<file path="src/rtl/sys1_clken_gen.sv">
`default_nettype none
// ============================================================================
//  Module   : sys1_clken_gen
//  Purpose  : NCH-channel fractional (DDA) clock-enable / toggle-clock
//             generator on clk48M with glitch-free runtime ratio updates.
//             Optional phase restart via `SYS1_CLKEN_SYNC_EN.
//  Revision : 1.0  initial release
// ============================================================================
module sys1_clken_gen #(
    parameter int NCH     = 4,
    parameter int ACCW    = 16,
    parameter int DEF_NUM = 1,
    parameter int DEF_DEN = 2,
    localparam int CHW    = (NCH > 1) ? $clog2(NCH) : 1
) (
    input  logic            clk48M,
    input  logic            reset_n,
    input  logic            run,
    input  logic            sync,
    input  logic            cfg_we,
    input  logic [CHW-1:0]  cfg_ch,
    input  logic [ACCW-1:0] cfg_num,
    input  logic [ACCW-1:0] cfg_den,
    output logic [NCH-1:0]  pend,
    output logic [NCH-1:0]  ce,
    output logic [NCH-1:0]  clk_out
);

    localparam logic [ACCW-1:0] c_DEF_NUM = ACCW'(DEF_NUM);
    localparam logic [ACCW-1:0] c_DEF_DEN = ACCW'(DEF_DEN);

    logic w_sync;
`ifdef SYS1_CLKEN_SYNC_EN
    assign w_sync = sync;
`else
    logic w_unused_sync;
    assign w_unused_sync = sync;
    assign w_sync        = 1'b0;
`endif

    for (genvar i = 0; i < NCH; i++) begin : g_ch
        logic [ACCW-1:0] r_acc, r_num, r_den, r_sh_num, r_sh_den;
        logic            r_pend, r_ce, r_clk;
        logic [ACCW:0]   w_sum;
        logic            w_we, w_zero, w_go, w_hit, w_apply;

        // Out-of-range cfg_ch never matches any channel index.
        assign w_we    = cfg_we && (cfg_ch == CHW'(i));
        assign w_sum   = {1'b0, r_acc} + {1'b0, r_num};
        assign w_zero  = (r_num == '0) || (r_den == '0);
        assign w_go    = run && !w_zero;
        assign w_hit   = w_go && (w_sum >= {1'b0, r_den});
        assign w_apply = w_hit || w_zero || w_sync;

        always_ff @(posedge clk48M or negedge reset_n) begin
            if (!reset_n) begin
                r_acc    <= '0;
                r_num    <= c_DEF_NUM;
                r_den    <= c_DEF_DEN;
                r_sh_num <= c_DEF_NUM;
                r_sh_den <= c_DEF_DEN;
                r_pend   <= 1'b0;
                r_ce     <= 1'b0;
                r_clk    <= 1'b0;
            end else begin
                if (w_sync) begin
                    r_acc <= '0;
                    r_ce  <= 1'b0;
                    r_clk <= 1'b0;
                end else if (w_go) begin
                    r_ce <= w_hit;
                    if (w_hit)
                        r_clk <= ~r_clk;
                    // Result of acc+num-den always fits ACCW bits when num < den.
                    if (r_num >= r_den)
                        r_acc <= '0;
                    else if (w_hit)
                        r_acc <= r_acc + r_num - r_den;
                    else
                        r_acc <= w_sum[ACCW-1:0];
                end else begin
                    r_ce <= 1'b0;
                end

                // A write coinciding with an apply point bypasses the shadow.
                if (w_we && w_apply) begin
                    r_num <= cfg_num;
                    r_den <= cfg_den;
                end else if (w_apply && r_pend) begin
                    r_num <= r_sh_num;
                    r_den <= r_sh_den;
                end

                if (w_we) begin
                    r_sh_num <= cfg_num;
                    r_sh_den <= cfg_den;
                end

                if (w_we)
                    r_pend <= !w_apply;
                else if (w_apply)
                    r_pend <= 1'b0;
            end
        end

        assign pend[i]    = r_pend;
        assign ce[i]      = r_ce;
        assign clk_out[i] = r_clk;
    end

endmodule
`default_nettype wire
</file>
<file path="config.mk">
export PLATFORM = sky130hd
export DESIGN_NAME = sys1_clken_gen
export DESIGN_NICKNAME = d
export VERILOG_FILES = /design/src/rtl/sys1_clken_gen.sv
export SDC_FILE = /design/constraint.sdc
export NUM_CORES = 1
export LEC_CHECK = 0
export ABC_AREA = 1
export BUFFER_PORTS_ARGS = -buffer_cell sky130_fd_sc_hd__buf_2
export CAP_MARGIN = 15
export CORE_MARGIN = 2
export CORE_UTILIZATION = 34
export DETAILED_ROUTE_END_ITERATION = 10
export GPL_TIMING_DRIVEN = 0
export PLACE_DENSITY = 0.47
export SLEW_MARGIN = 20
export SYNTH_ARGS = -nofsm -noshare
export SYNTH_HDL_FRONTEND = slang
export SYNTH_SLANG_ARGS = --single-unit
</file>
<file path="constraint.sdc">
create_clock -name clk48M -period 10.1 [get_ports clk48M]
set_input_delay 0.505 -clock clk48M [delete_from_list [all_inputs] [get_ports clk48M]]
set_output_delay 0.505 -clock clk48M [all_outputs]
set_load 0.01 [all_outputs]
</file>
### Word level (Yosys, flattened, before mapping)

Index checks and enable logic that the tools add are counted.

* flip-flop bits (word level): 332
* input port bits: 39
* output and inout bits: 12
* logic and storage cells: 152

* add/subtract/negate cells: 12
* $lt $le $gt $ge: 8
* equal/unequal tests: 3
* muxes and demuxes: 36
* bitwise operators: 4
* reductions and logical operators: 57

Operators by type and width (number)
* $mux 16: 24
* $logic_not 16->1: 8
* $add 16x16->17: 4
* $ge 17x16->1: 4
* $add 16x16->16: 4
* $ge 16x16->1: 4
* $sub 16x16->16: 4
* $logic_and 1x1->1: 20
* $reduce_bool 2->1: 8
* $mux 1: 12
* $logic_not 1->1: 8
* $logic_or 1x1->1: 8
* $reduce_and 2->1: 4
* $eq 2x2->1 const B: 2
* $not 1->1: 4
* $eq 2x1->1 const B: 1
* $logic_not 2->1: 1

### Logic depth before layout (Yosys ltp)

Gate-level depths: netlist (run 1).

* depth in word-level cells: 9
* gate-level depth with buffers: 29
* depth with buffers taken out: 28

### Worst setup path before layout (run 1)

Ideal clock, no wire load.

* path kind: register to register
* start: register g_ch[2].r_num[0]
* end: register g_ch[2].r_den[10]
* setup time: 0.116 ns
* arrival: 3.559 ns
* required time: 9.984 ns
* path slack: 6.424 ns
* stages on the path, launching flop included: 30
* path buffers: 1
* clock period less this slack: 3.676 ns
* path through: dfstp_2 -> ha_1 -> inv_1 -> fa_1 -> inv_1 -> nand3_1 -> nand2_1 -> a21oi_1 -> o21ai_0 -> a31oi_1 -> xor2_1 -> inv_1 -> ha_1 -> nand2_1 -> inv_1 -> o21ai_1 -> nand3_1 -> nor2_1 -> nand2_1 -> nand2_1 -> nand2_1 -> nand2_1 -> nand3_2 -> nand2_4 -> nand2_2 -> nand2_2 -> buf_2 -> nor2_1 -> nand2_1 -> nand2_1

* cells in the longest elaborated chain, start to end: 8
* elaborated cells on any way between the ends: 12
* classes of those cells: 1 x add/sub; 1 x order compare; 1 x mux; 9 x reduce/logical

Ends and longest elaborated chain
* start: declaration: line 42 `logic [ACCW-1:0] r_acc, r_num, r_den, r_sh_num, r_sh_den;`
* start signal: assignment: line 58 `r_num <= c_DEF_NUM;`
* start signal: assignment: line 87 `r_num <= cfg_num;`
* start signal: assignment: line 90 `r_num <= r_sh_num;`
* parallel branches: the longest is 5 deep, another holds $add 16x16->17
* $logic_or 1x1->1 (*): line 53 `assign w_apply = w_hit || w_zero || w_sync;`
* $logic_and 1x1->1, on equally long branches: line 86, 89
* $mux 16 / $reduce_bool 2->1 (equally long branches)
* end signal: assignment: line 59 `r_den <= c_DEF_DEN;`
* end signal: assignment: line 88 `r_den <= cfg_den;`
* end signal: assignment: line 91 `r_den <= r_sh_den;`
* end: declaration: line 42

Every way passes the cells marked *.
A chain may end at the register's enable or synchronous reset.

### Final worst setup path (run 1)

* start: register g_ch[1].r_num[0]
* end: register g_ch[1].r_den[10]

* cells in the longest elaborated chain, start to end: 8
* elaborated cells on any way between the ends: 12
* classes of those cells: 1 x add/sub; 1 x order compare; 1 x mux; 9 x reduce/logical

Ends and longest elaborated chain (line)
* start: declaration: 42
* start signal: assignment: 58
* start signal: assignment: 87
* start signal: assignment: 90
* parallel branches: the longest is 5 deep, another holds $add 16x16->17
* $logic_or 1x1->1 (*): 53
* $logic_and 1x1->1, on equally long branches: 86, 89
* $mux 16 / $reduce_bool 2->1 (equally long branches)
* end signal: assignment: 59
* end signal: assignment: 88
* end signal: assignment: 91
* end: declaration: 42

Marks and branches as above.

==> impl_metrics.ini, run 1 <==
[outcome]
status = complete, no violations

[sta]
min_period_ns = 4.66
timing.hold.ws_ns = 0.336
slew_headroom = 0.284
rsz0062_at_grt = no
finalSetupViolations = 0
report.final.slew_viol_count = 0
setup_tns_ns = 0
hold_viol = 0
worst_pin_slew_ns = 1.06
fin_worst_skew_ns = 0.0130
fin_ws_ns = 5.44
final.period_utilization = 0.461
max_freq_mhz = 215

[yosys]
syn_avg_cell_area_um2 = 7.24
yosysSeqAreaShare = 0.322
synth_edf_count = 0
ys_ff_latch = 332
synth.top_cells.by_area = dfrtp_1 31%, nand2_1 15%, ha_1 12%
yosys_most_used_dff = dfrtp_1
ys_types = 54
yosys_warnings = 0
yosysTopAreaCell = dfrtp_1
async_flop_share = 1.00
synthCells = 3574
synth_top_cell_area_share = 0.305
syn-num-nets = 3933
syn_area_mm2 = 0.0259

[setup_path]
crit_start = g_ch[1].r_num[0]$_DFFE_PN1P_
cpPeakStageDelay_ns = 0.58
cp-start-kind = flop
ff2ff_path_depth = 29
path_common_cell = nand2_1
critical_path.reg2reg.endpoint = g_ch[1].r_den[10]$_DFFE_PN0P_
slowest_stage = dfstp_2
r2r_slack_ns = 5.44
cp-end-kind = flop
worst-setup-path-type = flop to flop
timing.rr.start = g_ch[1].r_num[0]$_DFFE_PN1P_
cp.arrival_ns = 5.12
crit_required_ns = 10.56
cp_max_fo = 10

[worst_hold_path]
hold_path.startpoint = cfg_den[13]
hold_end = g_ch[0].r_sh_den[13]$_DFFE_PN0P_
min_path_type = input port to flop
min_path_cells = 3

[cts]
cts_root_buf = clkbuf_16
h-tree-depth = 2
cts_tree = built
numCtsBuffers = 42
clkLatencyLatePin_ns = 0.57
clkSlewWorstSetupHoldPaths_ns = 0.06
cts_sinks = 332
post-cts-setup-buffers = 0
clockBufferDepth = 3

[route]
postRouteAntennaNets = 0
drc = 0
vias = 22100
wl_per_cell_um = 16.4
dr.pass1.iters = 5
wl_um = 76800
viasPerCell = 4.71
drt_first_iter_violations = 1264

[cells_and_area]
fill_cells = 8015
n_antenna_cell = 0
area_delta_synth_final_pct = 12.1
final_nets = 4030
fin_util = 0.383
drive_gt1_frac = 0.0691

[floorplanning]
dieWidth_um = 280
core_area_mm2 = 0.0757
dieArea_mm2 = 0.0784
num_rows = 101
boundaryPins = 51
die_height_um = 280
start_util = 0.342

[global_route]
grt_pass1_vias = 22000
antenna_found_initial = 1
grt_max_degree = 90
grt_pass1_wl_um = 124000
overflow = 0
gr-usage-all-layers = 0.201

[placement]
port_buffers = 49
place_congestion = 0.870
dpl_worst_slack_ns = 5.51
dp_hpwl_um = 60500

[flow_run]
maxCapViolCount = 0
==> worst max-delay path: cells and delay by family (launching register included) <==
family,cells,cell delay [ns]
adder cells (fa/ha/maj),3,0.87
buffers and inverters,5,0.53
AO/OA/AOI/OAI,5,0.84
flip-flops,1,0.58
AND/OR/NAND/NOR,15,1.48
XOR/XNOR,1,0.23
==> cells in the mapped netlist, types with 2 or more instances <==
cell type  instances
o21ai_2            3
nor3_1            26
a211oi_1           6
nand3_2            4
o21ai_0          100
o21a_1             8
xnor2_1           41
clkinv_1           2
o31ai_1            2
nor4_1            37
xor2_1            64
nor2_1           316
dfrtp_1          316
a21oi_2            4
o21bai_1           9
dfstp_2           16
buf_2             34
buf_6              8
a21o_1            16
o211ai_1           5
a21oi_1          274
nand2_2            9
o2111ai_1          2
nand3_1          129
fa_1              64
or2_2              2
a31oi_1            5
a21boi_0           8
buf_4             15
nand4_1           45
inv_2              6
clkbuf_1          38
nand2_8            2
inv_1            638
nand2_4            4
nor2_2            21
ha_1             256
nand2_1         1000
nand3b_1           4
o21ai_1           21
==> per-stage QoR <==
step | std cells | area [um^2]
floorplan | 3574 | 25900
global placement | 4601 | 27400
detailed placement | 4604 | 27500
CTS | 4681 | 29000
global route | 4681 | 29000
finish | 4681 | 29000
==> kinds of logic after synthesis <==
| kind of cell | Yosys count | share of synthesized area |
|---|---|---|
| and+or+nand+nor | 1603 | 0.256 |
| buffers and inverters | 743 | 0.114 |
| AOI/OAI and AO/OA | 471 | 0.0996 |
| DFF | 332 | 0.322 |
| adders and majority gates | 320 | 0.173 |
| xor gates and xnor gates | 105 | 0.0355 |
==> sequential cells by signal, indices dropped and copies added (netlist names) <==
register	count
g_ch.r_den	64
g_ch.r_sh_den	64
g_ch.r_num	64
g_ch.r_pend	4
g_ch.r_acc	64
g_ch.r_ce	4
g_ch.r_sh_num	64
g_ch.r_clk	4
==> placed cells by master, fill, tap and decap left out, types with 8 or more instances in the layout <==
cell,count
a21oi_1,274
nand2_1,1000
o21ai_1,21
buf_2,82
clkbuf_8,12
a21boi_0,8
nor2_1,316
clkbuf_1,44
nor2_2,21
o21bai_1,9
xnor2_1,41
o21ai_0,100
nand2_2,9
fa_1,64
dfrtp_1,316
a21o_1,16
nand4_1,45
ha_1,256
dfstp_2,16
nor3_1,26
bufinv_16,8
nand3_1,129
buf_4,15
inv_1,638
xor2_1,64
buf_6,8
o21a_1,8
clkbuf_16,43
nor4_1,37
==> layout make-up <==
| class | count | area, um^2 | share of cell area |
|---|---|---|---|
| inverter | 646 | 2420 | 0.0836 |
| clock inverter | 15 | 288 | 0.00992 |
| sequential | 332 | 8330 | 0.287 |
| buffer | 97 | 534 | 0.0184 |
| multi-input combinational | 2499 | 14600 | 0.503 |
| timing repair buffer | 53 | 348 | 0.0120 |
| tap | 978 | 1220 | 0.0422 |
| clock buffer | 61 | 1260 | 0.0435 |
==> per-layer routing <==
| layer | GRT usage | share of wire | vias to the layer above |
|---|---|---|---|
| met5 | 0 | 0 | - |
| met4 | 0.0435 | 0.019 | 0 |
| met3 | 0.0208 | 0.030 | 83 |
| met2 | 0.327 | 0.45 | 283 |
| met1 | 0.288 | 0.50 | 10300 |
| li1 | - | - | 11400 |
==> repair_timing <==
action | 4_1_cts | 5_1_grt
gates resized for setup | 0 | 0
hold endpoints to repair | 71 | 0
hold buffers | 1 | 0
==> worst max-delay path by stage <==
| stage | slack, ns | end | cells past startpoint |
|---|---|---|---|
| 3_5_place_dp | 5.51 | g_ch[1].r_den[10]$_DFFE_PN0P_ | 29 |
| 6_report | 5.44 | g_ch[1].r_den[10]$_DFFE_PN0P_ | 29 |
| 5_1_grt | 5.01 | g_ch[1].r_den[10]$_DFFE_PN0P_ | 29 |
| 4_1_cts | 5.47 | g_ch[1].r_den[10]$_DFFE_PN0P_ | 29 |
| 3_3_place_gp | 1.44 | g_ch[1].r_clk$_DFFE_PN0P_ | 1 |
| 2_1_floorplan | 6.42 | g_ch[2].r_den[10]$_DFFE_PN0P_ | 29 |
Power of run 1 is not shown: default switching activity piles up to over one toggle a cycle in this logic, so the estimate is an artifact.
==> run 2: changes to the inputs <==
- ABC_AREA: 1 -> 0
- PLACE_DENSITY: 0.47 -> 0.49
- clock period: 10.1 -> 4 ns (I/O delays scaled with it)
==> run 2 against run 1 <==
  * The run now ends with negative setup slack left
  * Wire length shrank 2.2%
  * Utilization grew 4.6 points
  * Synthesized area shrank 5.8%
  * Cell count shrank 17%
  * First-iteration DRC count shrank 17%
  * Largest cell class unchanged
  * Highest routed layer unchanged
==> impl_metrics.ini, run 2 <==
[outcome]
status = finished with violations
failed_checks = negative setup slack

[cells_and_area]
drive_gt1_frac = 0.200
final_cell_mix = 384 x nand2_1, 325 x inv_1, 308 x dfrtp_1, 245 x ha_1, 92 x a21oi_1
n_antenna_cell = 0
fin_cells = 3899
area_delta_synth_final_pct = 25.4
final_common_cell = nand2_1
fill_cells = 6922
multiInputGateArea_mm2 = 0.0158
regArea_mm2 = 0.00834
final_nets = 3276

[route]
viasPerCell = 5.25
wl_per_cell_um = 19.2
postRouteAntennaNets = 0
wl_um = 75000
drt_first_iter_violations = 1044
vias = 20500
dr.pass1.iters = 5
drc = 0

[placement]
place_congestion = 0.847
dp_hpwl_um = 55200
port_buffers = 48
placedCellCount = 3689

[sta]
hold_viol = 0
rsz0062_at_grt = yes
fin_ws_ns = -0.401
min_period_ns = 4.40
worst_pin_slew_ns = 0.841
fin_worst_skew_ns = 0.0213
slew_headroom = 0.439
final.period_utilization = 1.10
max_freq_mhz = 227
report.final.slew_viol_count = 0
finalSetupViolations = 151

[global_route]
grt_max_degree = 100
grt_pass1_vias = 21000
grt_pass1_wl_um = 118000
overflow = 0
gr-usage-all-layers = 0.202
antenna_found_initial = 1

[setup_path]
slowest_stage = dfrtp_2
crit_start = g_ch[3].r_num[1]$_DFFE_PN0P_
cp.arrival_ns = 4.86
cp_max_fo = 8
critPathTopFamily = compound AO/OA/AOI/OAI gates
crit_required_ns = 4.46
timing.rr.start = g_ch[3].r_num[1]$_DFFE_PN0P_
path_common_cell = ha_1
cp-end-kind = flop
cp-start-kind = flop
worst-setup-path-type = flop to flop
cpPeakStageDelay_ns = 0.47
path_buf_inv = 2
crit_chain = ha_1, a211oi_1, o21bai_1, o2111a_2, o2111ai_2, a31oi_2, a311o_1, ha_1, and3_4, a22o_1, a2111oi_4, o211ai_2, buf_4, a21o_4, o21a_4, clkbuf_16, a2bb2oi_2

[yosys]
ys_types = 91
syn_avg_cell_area_um2 = 9.07
ys_ff_latch = 332
synth_edf_count = 0
async_flop_share = 1.00
synth_top_cell_area_share = 0.324
yosysSeqAreaShare = 0.341
yosys_most_used_dff = dfrtp_1
yosys-top-cells-count = 388 x nand2_1, 330 x inv_1, 316 x dfrtp_1, 256 x ha_1, 136 x a21oi_1
yosys_warnings = 0
syn-num-nets = 3047
synth.top_cells.by_area = dfrtp_1 32%, ha_1 13%, nand2_1 6.0%
synth.most_common_cell = nand2_1
synthCells = 2688
yosysTopAreaCell = dfrtp_1
syn_area_mm2 = 0.0244

[cts]
cts_sinks = 332
cts_tree = built
clkSlewWorstSetupHoldPaths_ns = 0.06
h-tree-depth = 2
clkLatencyLatePin_ns = 0.58
cts_root_buf = clkbuf_16
numCtsBuffers = 42
clockBufferDepth = 3

[floorplanning]
boundaryPins = 51
die_height_um = 272
dieArea_mm2 = 0.0739
start_util = 0.342
num_rows = 98
core_area_mm2 = 0.0712
dieWidth_um = 272

[flow_run]
maxCapViolCount = 0

[worst_hold_path]
min_path_type = input port to async pin
run 2: timing repair:
action                                 in CTS  in global routing
setup buffers                              57                 30
gates cloned                               15                  7
hold buffers                               33                  0
setup endpoints to repair                 204                203
pin swaps                                  62                 45
endpoints found under the hold margin     128                  0
gates resized for setup                   214                224
run 2: through the flow:
stage / hold slack [ns] / utilization / TNS, ns / instance area (um^2) / setup slack (ns)
6_report: 0.164 / 0.430 / -42.68 / 30600 / -0.401
3_3_place_gp: 0.446 / 0.364 / -1394.37 / 25900 / -4.06
4_1_cts: 0.138 / 0.411 / -43.26 / 29300 / -0.445
2_1_floorplan: -0.0956 / - / 0 / 24500 / 0.00159
3_5_place_dp: 0.188 / 0.365 / -107.09 / 26000 / -0.814
5_1_grt: 0.201 / 0.430 / -76.13 / 30600 / -0.631
run 2: path summary, 6_finish.rpt:
path	to	slack, ns	cells past startpoint
worst max register to register	g_ch[3].r_den[2]$_DFFE_PN0P_	-0.40	17
max in group asynchronous	g_ch[1].r_num[4]$_DFFE_PN0P_	2.51	4
min in group clk48M	g_ch[1].r_sh_den[1]$_DFFE_PN1P_	0.19	4
worst min-delay path	g_ch[0].r_acc[11]$_DFFE_PN0P_	0.16	2
worst min register to register	g_ch[1].r_sh_den[1]$_DFFE_PN1P_	0.46	2
worst max-delay path	g_ch[3].r_den[2]$_DFFE_PN0P_	-0.40	17
run 2: worst reg2reg max path, cell delays in order (launching register included):
cell       delay (ns)
dfrtp_2          0.47
ha_1             0.31
a211oi_1         0.27
o21bai_1         0.14
o2111a_2         0.33
o2111ai_2        0.25
a31oi_2          0.16
a311o_1          0.40
ha_1             0.31
and3_4           0.18
a22o_1           0.23
a2111oi_4        0.20
o211ai_2         0.17
buf_4            0.17
a21o_4           0.21
o21a_4           0.18
clkbuf_16        0.18
a2bb2oi_2        0.12
run 2: final cells by class:
type	count	share of cell area
Buffer	100	0.0243
Clock buffer	57	0.0375
Clock inverter	19	0.00838
Inverter	334	0.0416
Multi-Input combinational cell	1919	0.516
Sequential cell	332	0.273
Tap cell	950	0.0388
Timing Repair Buffer	188	0.0613
run 2: logic make-up (layout without fill, tap and decap cells):
kind of cell	count (synthesis)	in the layout	synth area share
AOI/OAI and AO/OA	676	676	0.192
adders and majority gates	320	320	0.184
muxes	80	80	0.0350
buffers and inverters	437	698	0.0738
DFF	332	332	0.341
and+or+nand+nor	728	728	0.133
xor gates and xnor gates	115	115	0.0413
run 2: metal layers:
metal  vias to the layer above  GRT usage  wire, um
li1                       9842          -         -
met1                     10200      0.284     36000
met2                       395      0.325     34000
met3                        95     0.0299      3510
met4                         0     0.0500      1530
met5                         -          0         0
Power of run 2 is left out for the same reason.
==> run 3: changes to the inputs <==
- REMOVE_ABC_BUFFERS: default -> 1
==> run 3 against run 2 <==
  * The run still ends with negative setup slack left
  * Wire length down 0.70%
  * Worst hold slack worse by 0.13 ns
  * Flip-flop and latch count unchanged
  * Die area unchanged
  * Sequential share of layout area up 0.43 points
  * Cell count down 2.3%
  * Register-to-register slack better by 0.03 ns
  * Highest routed layer is now met5
==> impl_metrics.ini, run 3 (same netlist as run 2, synthesis figures left out) <==
[sta]
fin_worst_skew_ns = 0.0171
setup_tns_ns = -38.93
final.period_utilization = 1.09
report.final.slew_viol_count = 0
min_period_ns = 4.37
max_freq_mhz = 229
rsz0062_at_grt = yes
finalSetupViolations = 153
slew_headroom = 0.285
timing.hold.ws_ns = 0.0356
hold_viol = 0
fin_ws_ns = -0.375
worst_pin_slew_ns = 1.07

[setup_path]
path_buf_inv = 2
cp.arrival_ns = 4.81
critPathTopFamily = compound AO/OA/AOI/OAI gates
cp_max_fo = 6
cp-end-kind = flop
path_common_cell = a21o_1
worst-setup-path-type = flop to flop
crit_chain = ha_4, inv_2, fa_2, nor2b_1, o21a_1, o21ai_4, a211oi_2, nor2_2, xnor2_2, ha_1, a21o_1, a21o_1, a21o_1, a211oi_4, o21ai_4, o21a_4, nor2_4, nor2_4, clkbuf_16, mux2_4
slowest_stage = dfstp_2
crit_required_ns = 4.43
cp-start-kind = flop
cpPeakStageDelay_ns = 0.59

[cells_and_area]
final_cell_mix = 382 x nand2_1, 324 x inv_1, 312 x dfrtp_1, 248 x ha_1, 84 x a21oi_1
final_nets = 3193
drive_gt1_frac = 0.202
fin_cells = 3811
final_common_cell = nand2_1
area_delta_synth_final_pct = 23.4
fin_area_mm2 = 0.0301
n_antenna_cell = 0

[flow_run]
maxCapViolCount = 0

[outcome]
failed_checks = negative setup slack
status = finished with violations

[route]
drt_first_iter_violations = 1202
wl_per_cell_um = 19.6
dr.pass1.iters = 5
drc = 0
viasPerCell = 5.25
vias = 20000
postRouteAntennaNets = 0
wl_um = 74500

[placement]
placedCellCount = 3599
dp_hpwl_um = 49900
port_buffers = 49
dpl_cell_area_mm2 = 0.0257
place_congestion = 0.851

[worst_hold_path]
min_path_type = input port to flop

[floorplanning]
dieWidth_um = 272
num_rows = 98
core_area_mm2 = 0.0712
boundaryPins = 51
start_util = 0.342
die_height_um = 272
dieArea_mm2 = 0.0739

[global_route]
grt_max_degree = 85
grt_pass1_vias = 20400
overflow = 0
antenna_found_initial = 4
gr-usage-all-layers = 0.200
grt_pass1_wl_um = 117000

[cts]
cts_root_buf = clkbuf_16
h-tree-depth = 2
clkSlewWorstSetupHoldPaths_ns = 0.06
clockBufferDepth = 3
cts_tree = built
clkLatencyLatePin_ns = 0.56
cts_sinks = 332
numCtsBuffers = 39
-- run 3: cell type report --
| class | instances | area, um^2 |
|---|---|---|
| fill | 6802 | 41100 |
| multi-input combinational | 1937 | 16100 |
| sequential | 332 | 8330 |
| timing repair buffer | 190 | 1930 |
| inverter | 334 | 1270 |
| tap | 950 | 1190 |
| clock buffer | 50 | 1090 |
| clock inverter | 18 | 224 |
-- run 3: worst paths after layout --
check,startpoint,endpoint,slack (ns),cells after the start
min reg2reg,g_ch[1].r_sh_den[1]$_DFFE_PN1P_,g_ch[1].r_sh_den[1]$_DFFE_PN1P_,0.46,2
min,cfg_den[15],g_ch[3].r_sh_den[15]$_DFFE_PN0P_,0.04,3
max in group asynchronous,reset_n,g_ch[2].r_acc[13]$_DFFE_PN0P_,2.73,4
min in group asynchronous,reset_n,g_ch[3].r_clk$_DFFE_PN0P_,0.11,2
max,g_ch[0].r_num[0]$_DFFE_PN1P_,g_ch[0].r_num[3]$_DFFE_PN0P_,-0.37,20
max reg2reg,g_ch[0].r_num[0]$_DFFE_PN1P_,g_ch[0].r_num[3]$_DFFE_PN0P_,-0.37,20
-- run 3: stage by stage --
| step | util | setup slack, ns |
|---|---|---|
| 2_1_floorplan | - | -0.856 |
| 3_3_place_gp | 0.355 | -4.12 |
| 3_5_place_dp | 0.360 | -1.53 |
| 4_1_cts | 0.409 | -0.507 |
| 5_1_grt | 0.423 | -0.509 |
| 6_report | 0.423 | -0.375 |
-- run 3: timing repair --
action | 4_1_cts | 5_1_grt
hold buffers | 27 | 0
resized for setup | 236 | 155
hold endpoints to repair | 293 | 0
setup endpoints to repair | 204 | 202
gates cloned | 22 | 5
pin swaps | 75 | 81
buffers inserted | 63 | 31
-- run 3: metal layers --
layer,global-route usage,up-vias,share of wire
met5,0,-,0.00046
met3,0.0225,92,0.033
met2,0.337,311,0.48
li1,-,9661,-
met1,0.272,9941,0.47
met4,0.0534,6,0.023
-- run 3: worst register-to-register path, cell delays in order, from the launching register on --
cell and delay, ns:
dfstp_2 0.59, ha_4 0.16, inv_2 0.03, fa_2 0.33, nor2b_1 0.14, o21a_1 0.19, o21ai_4 0.09, a211oi_2 0.31
nor2_2 0.09, xnor2_2 0.15, ha_1 0.31, a21o_1 0.16, a21o_1 0.15, a21o_1 0.22, a211oi_4 0.31, o21ai_4 0.09
o21a_4 0.21, nor2_4 0.13, nor2_4 0.10, clkbuf_16 0.19, mux2_4 0.30
Power of run 3 is left out for the same reason.
